`src/rtl/cp0_irq_timer.sv`:
```
// CP0 register block for OpenMIPS: Count/Compare timer, Status, Cause, EPC,
// synchronised hardware interrupts and the interrupt request to the pipeline.
module cp0_irq_timer #(
    parameter int NUM_HW_IRQ  = 6,
    parameter int SYNC_STAGES = 2,
    parameter int COUNT_DIV   = 1
) (
    input  logic                  clk,
    input  logic                  reset_n,
    input  logic                  we_i,
    input  logic [4:0]            waddr_i,
    input  logic [31:0]           wdata_i,
    input  logic [4:0]            raddr_i,
    output logic [31:0]           rdata_o,
    input  logic [NUM_HW_IRQ-1:0] int_i,
    input  logic                  exc_en_i,
    input  logic [4:0]            exc_code_i,
    input  logic [31:0]           exc_epc_i,
    input  logic                  eret_i,
    output logic [31:0]           count_o,
    output logic [31:0]           compare_o,
    output logic [31:0]           status_o,
    output logic [31:0]           cause_o,
    output logic [31:0]           epc_o,
    output logic                  timer_int_o,
    output logic                  irq_req_o
);

    localparam logic [4:0] REG_COUNT   = 5'd9;
    localparam logic [4:0] REG_COMPARE = 5'd11;
    localparam logic [4:0] REG_STATUS  = 5'd12;
    localparam logic [4:0] REG_CAUSE   = 5'd13;
    localparam logic [4:0] REG_EPC     = 5'd14;

    localparam int            PW        = (COUNT_DIV > 1) ? $clog2(COUNT_DIV) : 1;
    localparam logic [PW-1:0] PRESC_MAX = PW'(COUNT_DIV - 1);

    logic [31:0]           count_q, count_d;
    logic [31:0]           compare_q, compare_d;
    logic [31:0]           epc_q, epc_d;
    logic [PW-1:0]         presc_q, presc_d;
    logic [7:0]            im_q, im_d;
    logic                  exl_q, exl_d;
    logic                  ie_q, ie_d;
    logic [1:0]            ip_sw_q, ip_sw_d;
    logic [4:0]            exc_code_q, exc_code_d;
    logic                  timer_int_q, timer_int_d;
    logic                  armed_q, armed_d;
    logic [NUM_HW_IRQ-1:0] sync_q [SYNC_STAGES];

    logic       wr_count, wr_compare, wr_status, wr_cause, wr_epc;
    logic [5:0] hw_ip;
    logic [7:0] ip;

    assign wr_count   = we_i && (waddr_i == REG_COUNT);
    assign wr_compare = we_i && (waddr_i == REG_COMPARE);
    assign wr_status  = we_i && (waddr_i == REG_STATUS);
    assign wr_cause   = we_i && (waddr_i == REG_CAUSE);
    assign wr_epc     = we_i && (waddr_i == REG_EPC);

    always_comb begin
        hw_ip                   = '0;
        hw_ip[NUM_HW_IRQ-1:0]   = sync_q[SYNC_STAGES-1];
    end

    // IP7 is shared between the last hardware line and the timer.
    assign ip = {hw_ip[5] | timer_int_q, hw_ip[4:0], ip_sw_q};

    // NOTE: every variable gets a default first so no path leaves it unassigned
    // and no latch is inferred; later statements express priority by overriding.
    always_comb begin
        count_d     = count_q;
        presc_d     = presc_q;
        compare_d   = compare_q;
        timer_int_d = timer_int_q;
        armed_d     = armed_q;
        im_d        = im_q;
        ie_d        = ie_q;
        exl_d       = exl_q;
        ip_sw_d     = ip_sw_q;
        exc_code_d  = exc_code_q;
        epc_d       = epc_q;

        if (presc_q == PRESC_MAX) begin
            presc_d = '0;
            count_d = count_q + 32'd1;
        end else begin
            presc_d = presc_q + 1'b1;
        end
        if (wr_count) begin
            count_d = wdata_i;
            presc_d = '0;
        end

        if (armed_q && (count_q == compare_q))
            timer_int_d = 1'b1;
        if (wr_compare) begin
            compare_d   = wdata_i;
            timer_int_d = 1'b0;
            armed_d     = 1'b1;
        end

        if (wr_status) begin
            im_d  = wdata_i[15:8];
            ie_d  = wdata_i[0];
            exl_d = wdata_i[1];
        end
        if (wr_cause)
            ip_sw_d = wdata_i[9:8];
        if (wr_epc)
            epc_d = wdata_i;

        if (eret_i)
            exl_d = 1'b0;
        if (exc_en_i) begin
            exl_d      = 1'b1;
            epc_d      = exc_epc_i;
            exc_code_d = exc_code_i;
        end
    end

    // NOTE: sequential state uses non-blocking assignments so every register
    // samples the pre-edge values, independent of statement order.
    always_ff @(posedge clk or negedge reset_n) begin
        if (!reset_n) begin
            count_q     <= '0;
            presc_q     <= '0;
            compare_q   <= '0;
            timer_int_q <= 1'b0;
            armed_q     <= 1'b0;
            im_q        <= '0;
            ie_q        <= 1'b0;
            exl_q       <= 1'b0;
            ip_sw_q     <= '0;
            exc_code_q  <= '0;
            epc_q       <= '0;
            for (int i = 0; i < SYNC_STAGES; i++) sync_q[i] <= '0;
        end else begin
            count_q     <= count_d;
            presc_q     <= presc_d;
            compare_q   <= compare_d;
            timer_int_q <= timer_int_d;
            armed_q     <= armed_d;
            im_q        <= im_d;
            ie_q        <= ie_d;
            exl_q       <= exl_d;
            ip_sw_q     <= ip_sw_d;
            exc_code_q  <= exc_code_d;
            epc_q       <= epc_d;
            sync_q[0]   <= int_i;
            for (int i = 1; i < SYNC_STAGES; i++) sync_q[i] <= sync_q[i-1];
        end
    end

    assign count_o     = count_q;
    assign compare_o   = compare_q;
    assign status_o    = {16'b0, im_q, 6'b0, exl_q, ie_q};
    assign cause_o     = {1'b0, timer_int_q, 14'b0, ip, 1'b0, exc_code_q, 2'b0};
    assign epc_o       = epc_q;
    assign timer_int_o = timer_int_q;
    assign irq_req_o   = ie_q & ~exl_q & (|(ip & im_q));

    always_comb begin
        case (raddr_i)
            REG_COUNT:   rdata_o = count_o;
            REG_COMPARE: rdata_o = compare_o;
            REG_STATUS:  rdata_o = status_o;
            REG_CAUSE:   rdata_o = cause_o;
            REG_EPC:     rdata_o = epc_o;
            default:     rdata_o = '0;
        endcase
    end

endmodule

```
`config.mk`:
```
export PLATFORM = sky130hd
export DESIGN_NAME = cp0_irq_timer
export DESIGN_NICKNAME = d
export VERILOG_FILES = /design/src/rtl/cp0_irq_timer.sv
export SDC_FILE = /design/constraint.sdc
export NUM_CORES = 1
export LEC_CHECK = 0
export CORE_ASPECT_RATIO = 1.2
export CORE_MARGIN = 2
export CORE_UTILIZATION = 47
export CTS_BUF_LIST = sky130_fd_sc_hd__clkbuf_16
export DETAILED_ROUTE_END_ITERATION = 8
export PLACE_DENSITY = 0.95
export SLEW_MARGIN = 0
export SYNTH_ARGS = -nofsm -noshare
export SYNTH_HDL_FRONTEND = slang
export SYNTH_SLANG_ARGS = --single-unit
```
`constraint.sdc`:
```
create_clock -name clk -period 3.2 [get_ports clk]
set_clock_uncertainty 0.05 [all_clocks]
set_input_delay 0.32 -clock clk [delete_from_list [all_inputs] [get_ports clk]]
set_output_delay 0.32 -clock clk [all_outputs]
set_load 0.02 [all_outputs]
```
## Yosys cells after proc, flatten, opt, wreduce, memory -nomap -nowiden

Cells that the tools add are included.

| storage, ports and cells | value |
|---|---|
| output and inout port bits | 194 |
| word-level logic and storage cells | 54 |
| bits of input ports | 90 |
| register bits | 128 |

| operators by class | value |
|---|---|
| bitwise gates (word level) | 5 |
| muxes and demuxes | 12 |
| $add $sub $neg | 2 |
| reduce and logical (&&, ||, !) cells | 10 |
| equality and inequality tests | 12 |

Operators by type and width:

| cell | count |
|---|---|
| 32-bit case mux with 5 select lines | 1 |
| 32-bit 2-to-1 mux | 4 |
| 5-bit by 4-bit == test with 1-bit output, second input constant | 10 |
| 32-bit by 1-bit adder with 32-bit output, second input constant | 1 |
| 32-bit == test | 1 |
| 8-bit bitwise AND | 1 |
| 8-bit OR reduction | 1 |
| 1-bit 2-to-1 mux | 7 |
| 1-bit logical AND | 6 |
| 2-bit nonzero test | 2 |
| 3-bit nonzero test | 1 |
| 1-bit bitwise AND | 2 |
| 2-bit by 1-bit != test with 1-bit output, second input constant | 1 |
| 1-bit adder, second input constant | 1 |
| 1-bit inverter | 1 |
| 1-bit OR | 1 |

## Logic depth before layout (Yosys ltp)

Gate-level depths: netlist (run 1).

| depth | value |
|---|---|
| depth after elaboration | 5 |
| depth in mapped cells | 7 |
| gate-level depth less buffers | 6 |

## Least setup slack after synthesis (run 1)

OpenSTA, ideal clock, no wires.

| timing | value |
|---|---|
| kind | register to register |
| start | reg count_q[0], in the netlist count_o[0] |
| end | reg count_q[14], in the netlist count_o[14] |
| arrival time | 1.698 ns |
| clock period less this slack | 1.885 ns |
| stages on the path, launching flop included | 7 |
| path buffers | 0 |
| setup slack | 1.315 ns |
| library setup time | 0.137 ns |
| cells stage by stage | dfrtp_1 -> ha_1 -> nand3_1 -> nor3_1 -> and3_1 -> xnor2_1 -> a21oi_1 |

| on the way | value |
|---|---|
| word-level cells in the longest chain between the ends | 3 |

RTL lines:

| what | line | RTL |
|---|---|---|
| start, declared | 38 | `logic [31:0] count_q, count_d;` |
| start signal, assigned | 139 | `count_q <= count_d;` |
| 32-bit by 1-bit adder with 32-bit output | 86 | `count_d = count_q + 32'd1;` |
| 32-bit 2-to-1 mux | 84 | `if (presc_q == PRESC_MAX) begin` |
| 32-bit 2-to-1 mux | 90 | `if (wr_count) begin` |
| net count_d[14] | 38 |  |

The timed path passes the listed nets, and every way through them passes these cells. The select of a mux whose other input is x is not followed.
A chain may end at the register's enable or synchronous reset.

## Final worst setup path (run 1)

| timing | value |
|---|---|
| start | in raddr_i[3] |
| end | out rdata_o[23] |

| on the way | value |
|---|---|
| word-level cells in the longest chain between the ends | 2 |

RTL lines:

| what | line | RTL |
|---|---|---|
| start, declared | 13 | `input logic [4:0] raddr_i,` |
| 5-bit by 4-bit == test with 1-bit output | 164 | `case (raddr_i)` |
| 32-bit case mux with 5 select lines * | 164 |  |
| end, declared | 14 | `output logic [31:0] rdata_o,` |

Every way passes the cells marked *; elsewhere a longest branch is shown, timed or not.

==> results.py, run 1 <==
metrics = {
    "sta": {
        "min_period_ps": 3013,
        "setup_viol": 0,
        "drv_slew": 0,
        "hold_violations": 0,
        "relSlewSlack_pct": 29.98,
        "max_freq_mhz": 331.9,
        "tightest_slew_ps": 1050,
        "fin_setup_tns_ps": 0,
        "finalCritPeriodShare_pct": 94.14,
        "holdWs_ps": 12.13,
        "grt_setup_unrepaired": "no",
    },
    "power_and_ir_drop": {
        "p_leak_nw": 4.139,
        "p_per_area_nw_per_um2": 661.7,
        "vdd.ir_drop.worst_mv": 0.3521,
        "power.total_mw": 6.579,
    },
    "layout": {
        "nets": 989,
        "drive_gt1_share_pct": 12.07,
        "area_growth_pct": 42.75,
        "diodes": 0,
        "multi_input_area_um2": 3346,
        "finish.utilization_pct": 68.98,
        "regArea_um2": 3178,
        "fill_cells": 1044,
        "instances_no_fill": 1086,
    },
    "floorplan": {
        "coreArea_um2": 14410,
        "ios": 284,
        "rows": 48,
        "dieArea_um2": 15810,
        "start_util_pct": 48.32,
        "die_h_um": 137.4,
        "die_x_um": 115.1,
    },
    "critical_path": {
        "cp_common_cell": "clkdlybuf4s50_1",
        "cp_cell_sequence": "clkdlybuf4s50_1, nor2b_1, nand2_1, nor3b_4, buf_4, a222oi_1, inv_1, clkdlybuf4s50_1",
        "path_class": "in2out",
        "crit_end": "rdata_o[23]",
        "cp_slowest_cell": "clkdlybuf4s50_1",
        "cp.required_ps": 2830,
        "critPathMaxStageDelay_ps": 600,
        "worstPathMaxFanout": 22,
        "crit-reg2reg-launch": "count_o[0]",
        "crit_start": "raddr_i[3]",
        "endpoint_kind": "primary output",
        "startpoint_type": "primary input",
        "arrival_ps": 2640,
        "rr_worst_depth": 6,
        "r2r_setup_slack_ps": 890,
        "r2r_end": "count_o[14]",
    },
    "synth": {
        "netlist_area_um2": 6965,
        "synth-edff-count": 0,
        "ys_seq_elements": 127,
        "async_flop_share_pct": 100.0,
        "synth_cell_type_count": 45,
        "syn_area_per_cell_um2": 10.43,
        "synth_ff_type": "dfrtp_1",
        "yosysWarnings": 0,
        "synthCells": 668,
        "ys_seq_area_share_pct": 45.63,
    },
    "cts": {
        "cts_made_buffers": 17,
        "post_cts_buffers": 0,
        "clock-root-buffer": "clkbuf_16",
        "cts.htree.levels": 4,
        "cts_hold_buf": 0,
        "clkSinkCount": 127,
        "clk_pin_slew_ps": 60,
        "cts_tree": "yes",
        "cts_resized": 0,
        "clockBufferDepth": 2,
        "clkLatencyLatePin_ps": 410,
    },
    "run": {
        "maxCapViolations": 0,
    },
    "global_route": {
        "grt.overflow.total": 0,
        "grt_pass1_vias": 6125,
        "grt_usage_pct": 28.08,
        "grt_max_degree": 115,
        "grt_pass1_wl_mm": 33.65,
        "antenna_found_initial": 1,
    },
    "route": {
        "drt-total-wl_mm": 22.57,
        "route.detailed.drc": 0,
        "dr_total_vias": 6079,
        "drt_iter0_drc": 614,
        "ant_nets": 0,
        "firstDrtPassIters": 7,
        "post_drt_wl_per_cell_um": 20.78,
        "viasPerCell": 5.598,
    },
    "placed_design": {
        "port-buffer-count": 243,
        "dp_cells": 1054,
        "hpwl_mm": 16.07,
        "place.gp.congestion": 0.8257,
    },
    "worst_hold_path": {
        "hp-class": "in2async",
    },
    "run_status": {
        "status": "finished clean",
    },
}
## registers in the layout (all words and copies together) (netlist names), 2 cells and up
signal / count
epc_o: 32
ip_sw_q: 2
compare_o: 32
im_q: 8
exc_code_q: 5
hw_ip: 6
sync_q: 6
count_o: 32
## power by group
part / leakage (nW) / internal [mW] / total, mW / switching, mW
Clock: 0.275 / 1.12 / 1.82 / 0.696
Sequential: 1.53 / 1.92 / 2.51 / 0.588
Combinational: 2.33 / 1.12 / 2.25 / 1.13
Total: 4.14 / 4.17 / 6.58 / 2.41
## cells in the final DEF, fill, tap and decap left out, types with 31 or more instances in the layout
master,n
a21oi_1,31
clkdlybuf4s50_1,241
conb_1,40
dfrtp_1,127
mux2_2,47
mux2i_1,47
nand2_1,57
nor2_1,43
o21ai_0,41
xnor2_1,34
## critical path, delay by kind of cell
family | cells | cell delay, ps
and+or+nand+nor | 3 | 620
buffers and inverters | 4 | 1500
AOI/OAI and AO/OA | 1 | 180
## metal layers
metal	vias to the layer above	global-route usage [%]	share of wire, %
met5	-	0	0.058
met4	2	10.58	2.0
met3	31	5.411	6.7
met2	304	48.14	51
met1	3009	35.14	40
li1	2733	-	-
## stage by stage
step                      cell area, um2  worst slack (ps)
after floorplan                     7112              1315
after global placement              9388             375.1
after detailed placement            9388             239.2
after CTS                           9943             200.5
after global routing                9943             99.62
final                               9943             187.4
## worst min-delay path by stage
stage,start,endpoint,cells past startpoint
after floorplan,reset_n,armed_q,0
after global routing,reset_n,exc_code_q[0],1
after global placement,sync_q[9],hw_ip[3],0
after detailed placement,sync_q[11],hw_ip[5],0
after CTS,reset_n,exc_code_q[0],1
final,reset_n,exc_code_q[0],1
## cell type report
cell class	instances	area share, %
clock inverters	15	1.309
clock buffers	17	4.278
flip-flops and latches	127	31.96
repair buffers	260	25.96
multi-input cells	475	33.65
well taps	175	2.202
inverters	17	0.6418
## cells by family (layout without fill, tap and decap cells)
kind of cell,Yosys count,in the layout,share of synthesized area (%)
compound gates,110,110,10.49
flops,127,127,45.63
mux,95,95,14.51
simple gates,167,167,12.52
other cells,1,40,0.05384
xor+xnor,62,62,7.796
buf+inv,105,309,8.820
fa+ha+maj,1,1,0.1796
## synth_stat cells, drive strengths merged (2+ instances only)
cell type,n,area [um2]
nand4,13,81.33
and3,8,51.30
xor2,28,245.2
nor3b,2,20.02
mux2i,47,470.5
buf,64,450.4
nand3,20,135.1
mux2,48,540.5
nor4,5,76.32
xnor2,34,297.8
a222oi,19,190.2
nand3b,2,15.01
dfrtp,127,3178
nor3,7,45.04
a221o,14,140.1
a21oi,31,155.2
clkbuf,24,100.1
nand2,57,214.0
nor2,44,165.2
and4,2,18.77
or2,2,12.51
o21ai,41,205.2
inv,17,63.81
Power figures use the tool's default switching activity.
==> run 2, diff against run 1 <==
Settings changed: SKIP_LAST_GASP set to 1.
==> results of run 2 <==
Final layout, timing and power as in run 1 (identical DEF).
==> run 3, diff against run 2 <==
Settings changed: CAP_MARGIN set to 40.
==> run 3 against run 2 <==
  * Count of clock-buffer cells in the layout stayed put
  * Via count is 1.3% higher
  * Sequential power hardly changed
  * Fmax is 0.67% higher
  * Final cell count hardly changed
  * Design area is 0.83% higher
  * Highest routed layer unchanged
==> results.py, run 3 (synthesis gave the netlist of run 1 again) <==
metrics = {
    "sta": {
        "finalCritPeriodShare_pct": 93.51,
        "relSlewSlack_pct": 40.26,
        "grt_setup_unrepaired": "no",
        "max_freq_mhz": 334.2,
        "drv_slew": 0,
        "setup_viol": 0,
        "tightest_slew_ps": 896.2,
        "fin_setup_tns_ps": 0,
        "worst_slack_ps": 207.6,
        "min_period_ps": 2992,
        "holdWs_ps": 292.1,
        "hold_violations": 0,
    },
    "critical_path": {
        "endpoint_kind": "primary output",
        "worstPathMaxFanout": 22,
        "cp_common_cell": "clkdlybuf4s50_1",
        "path_class": "in2out",
        "cp_slowest_cell": "clkdlybuf4s50_1",
        "startpoint_type": "primary input",
        "cp_top_family": "buffers and inverters",
        "critPathMaxStageDelay_ps": 610,
        "cp.required_ps": 2830,
        "cp_cell_sequence": "clkdlybuf4s50_1, nor2b_1, nand2_1, nor3b_4, buf_4, a222oi_1, inv_1, clkdlybuf4s50_1",
        "arrival_ps": 2620,
        "critPathBufInv": 4,
    },
    "cts": {
        "post_cts_buffers": 0,
        "cts_hold_buf": 1,
        "clkSinkCount": 127,
        "clock-root-buffer": "clkbuf_16",
        "cts_made_buffers": 17,
        "clkLatencyLatePin_ps": 420,
        "cts_tree": "yes",
        "clk_pin_slew_ps": 60,
        "cts.htree.levels": 4,
        "cts_resized": 0,
        "clockBufferDepth": 2,
    },
    "global_route": {
        "grt_pass1_wl_mm": 33.60,
        "grt_max_degree": 80,
        "grt.overflow.total": 0,
        "grt_pass1_vias": 6139,
        "grt_usage_pct": 28.05,
        "antenna_found_initial": 1,
    },
    "floorplan": {
        "ios": 284,
        "die_h_um": 137.4,
        "dieArea_um2": 15810,
        "rows": 48,
        "start_util_pct": 48.32,
        "die_x_um": 115.1,
        "coreArea_um2": 14410,
    },
    "run": {
        "maxCapViolations": 0,
    },
    "power_and_ir_drop": {
        "p_comb_share_pct": 33.3,
        "swShare_pct": 35.68,
        "p_leak_nw": 4.177,
        "clockPowerShare_pct": 29.4,
        "p_per_area_nw_per_um2": 671.7,
        "p_sw_mw": 2.403,
        "seq_power_share_pct": 37.3,
        "intPower_mw": 4.332,
        "vdd.ir_drop.worst_mv": 0.3541,
    },
    "run_status": {
        "status": "finished clean",
    },
    "route": {
        "post_drt_wl_per_cell_um": 20.64,
        "firstDrtPassIters": 7,
        "route.detailed.drc": 0,
        "viasPerCell": 5.668,
        "ant_nets": 0,
        "drt-total-wl_mm": 22.44,
        "drt_iter0_drc": 541,
        "dr_total_vias": 6161,
    },
    "placed_design": {
        "dpl_worst_slack_ps": 237.8,
        "hpwl_mm": 16.22,
        "place.gp.congestion": 0.8257,
        "port-buffer-count": 243,
    },
    "layout": {
        "layout_common_cells": "clkdlybuf4s50_1 (241), dfrtp_1 (127), nand2_1 (57)",
        "drive_gt1_share_pct": 12.28,
        "final_common_cell": "clkdlybuf4s50_1",
        "nets": 991,
        "diodes": 0,
        "area_growth_pct": 43.94,
    },
    "worst_hold_path": {
        "hp-class": "in2reg",
    },
}
## run 3: changes by cell type in the layout (fill, tap and decap cells not counted)
cell and delta:
buf_16 +1, bufinv_16 +2, clkinv_1 -1, clkinvlp_4 -1, dlygate4sd3_1 +1, inv_1 -1
## run 3: power groups by stage
stage                     sequential [mW]  clock, mW  combinational [mW]
final                                2.51       1.98                2.24
after global routing                 2.56       2.08                2.38
after CTS                            2.50       2.01                2.25
after detailed placement             2.52          0                2.24
after global placement               2.51          0                2.20
after floorplan                      2.68          0               0.952
## run 3: final timing paths
path,from,end,slack (ps),cells past startpoint
hold reg to reg,sync_q[11],hw_ip[5],300,0
setup / recovery,raddr_i[3],rdata_o[23],210,8
min in group asynchronous,reset_n,exc_code_q[0],310,2
max in group asynchronous,reset_n,epc_o[21],1900,4
hold / removal,int_i[4],sync_q[10],290,1
setup reg to reg,count_o[0],count_o[12],840,6
## run 3: area by class of cell
class,instances,area (um2)
tap,175,219.0
sequential,127,3178
multi-input combinational,475,3346
inverter,17,63.81
fill,1047,4388
clock inverter,14,175.2
timing repair buffer,262,2619
clock buffer,17,425.4
## run 3: through the flow
step / utilization (%) / total power, mW / cell area, um2 / instances
after floorplan: - / 3.631 / 7112 / 707
after global placement: 65.13 / 4.710 / 9388 / 1054
after detailed placement: 65.32 / 4.761 / 9415 / 1055
after CTS: 69.56 / 6.761 / 10030 / 1087
after global routing: 69.56 / 7.025 / 10030 / 1087
final: 69.56 / 6.735 / 10030 / 1087
## run 3: per-layer routing
metal	wire length [um]	GRT usage, %	vias up
met5	10	0	-
met4	626	11.51	2
met3	1726	6.643	48
met2	11240	47.61	329
met1	8834	34.31	3028
li1	-	-	2754
## run 3: worst reg2reg max path, cell delays in order, from the launching register on
cell	delay [ps]
dfrtp_1	540
ha_1	370
nand3_1	220
nor3_1	570
and3_1	260
xnor2_1	120
a21oi_1	80
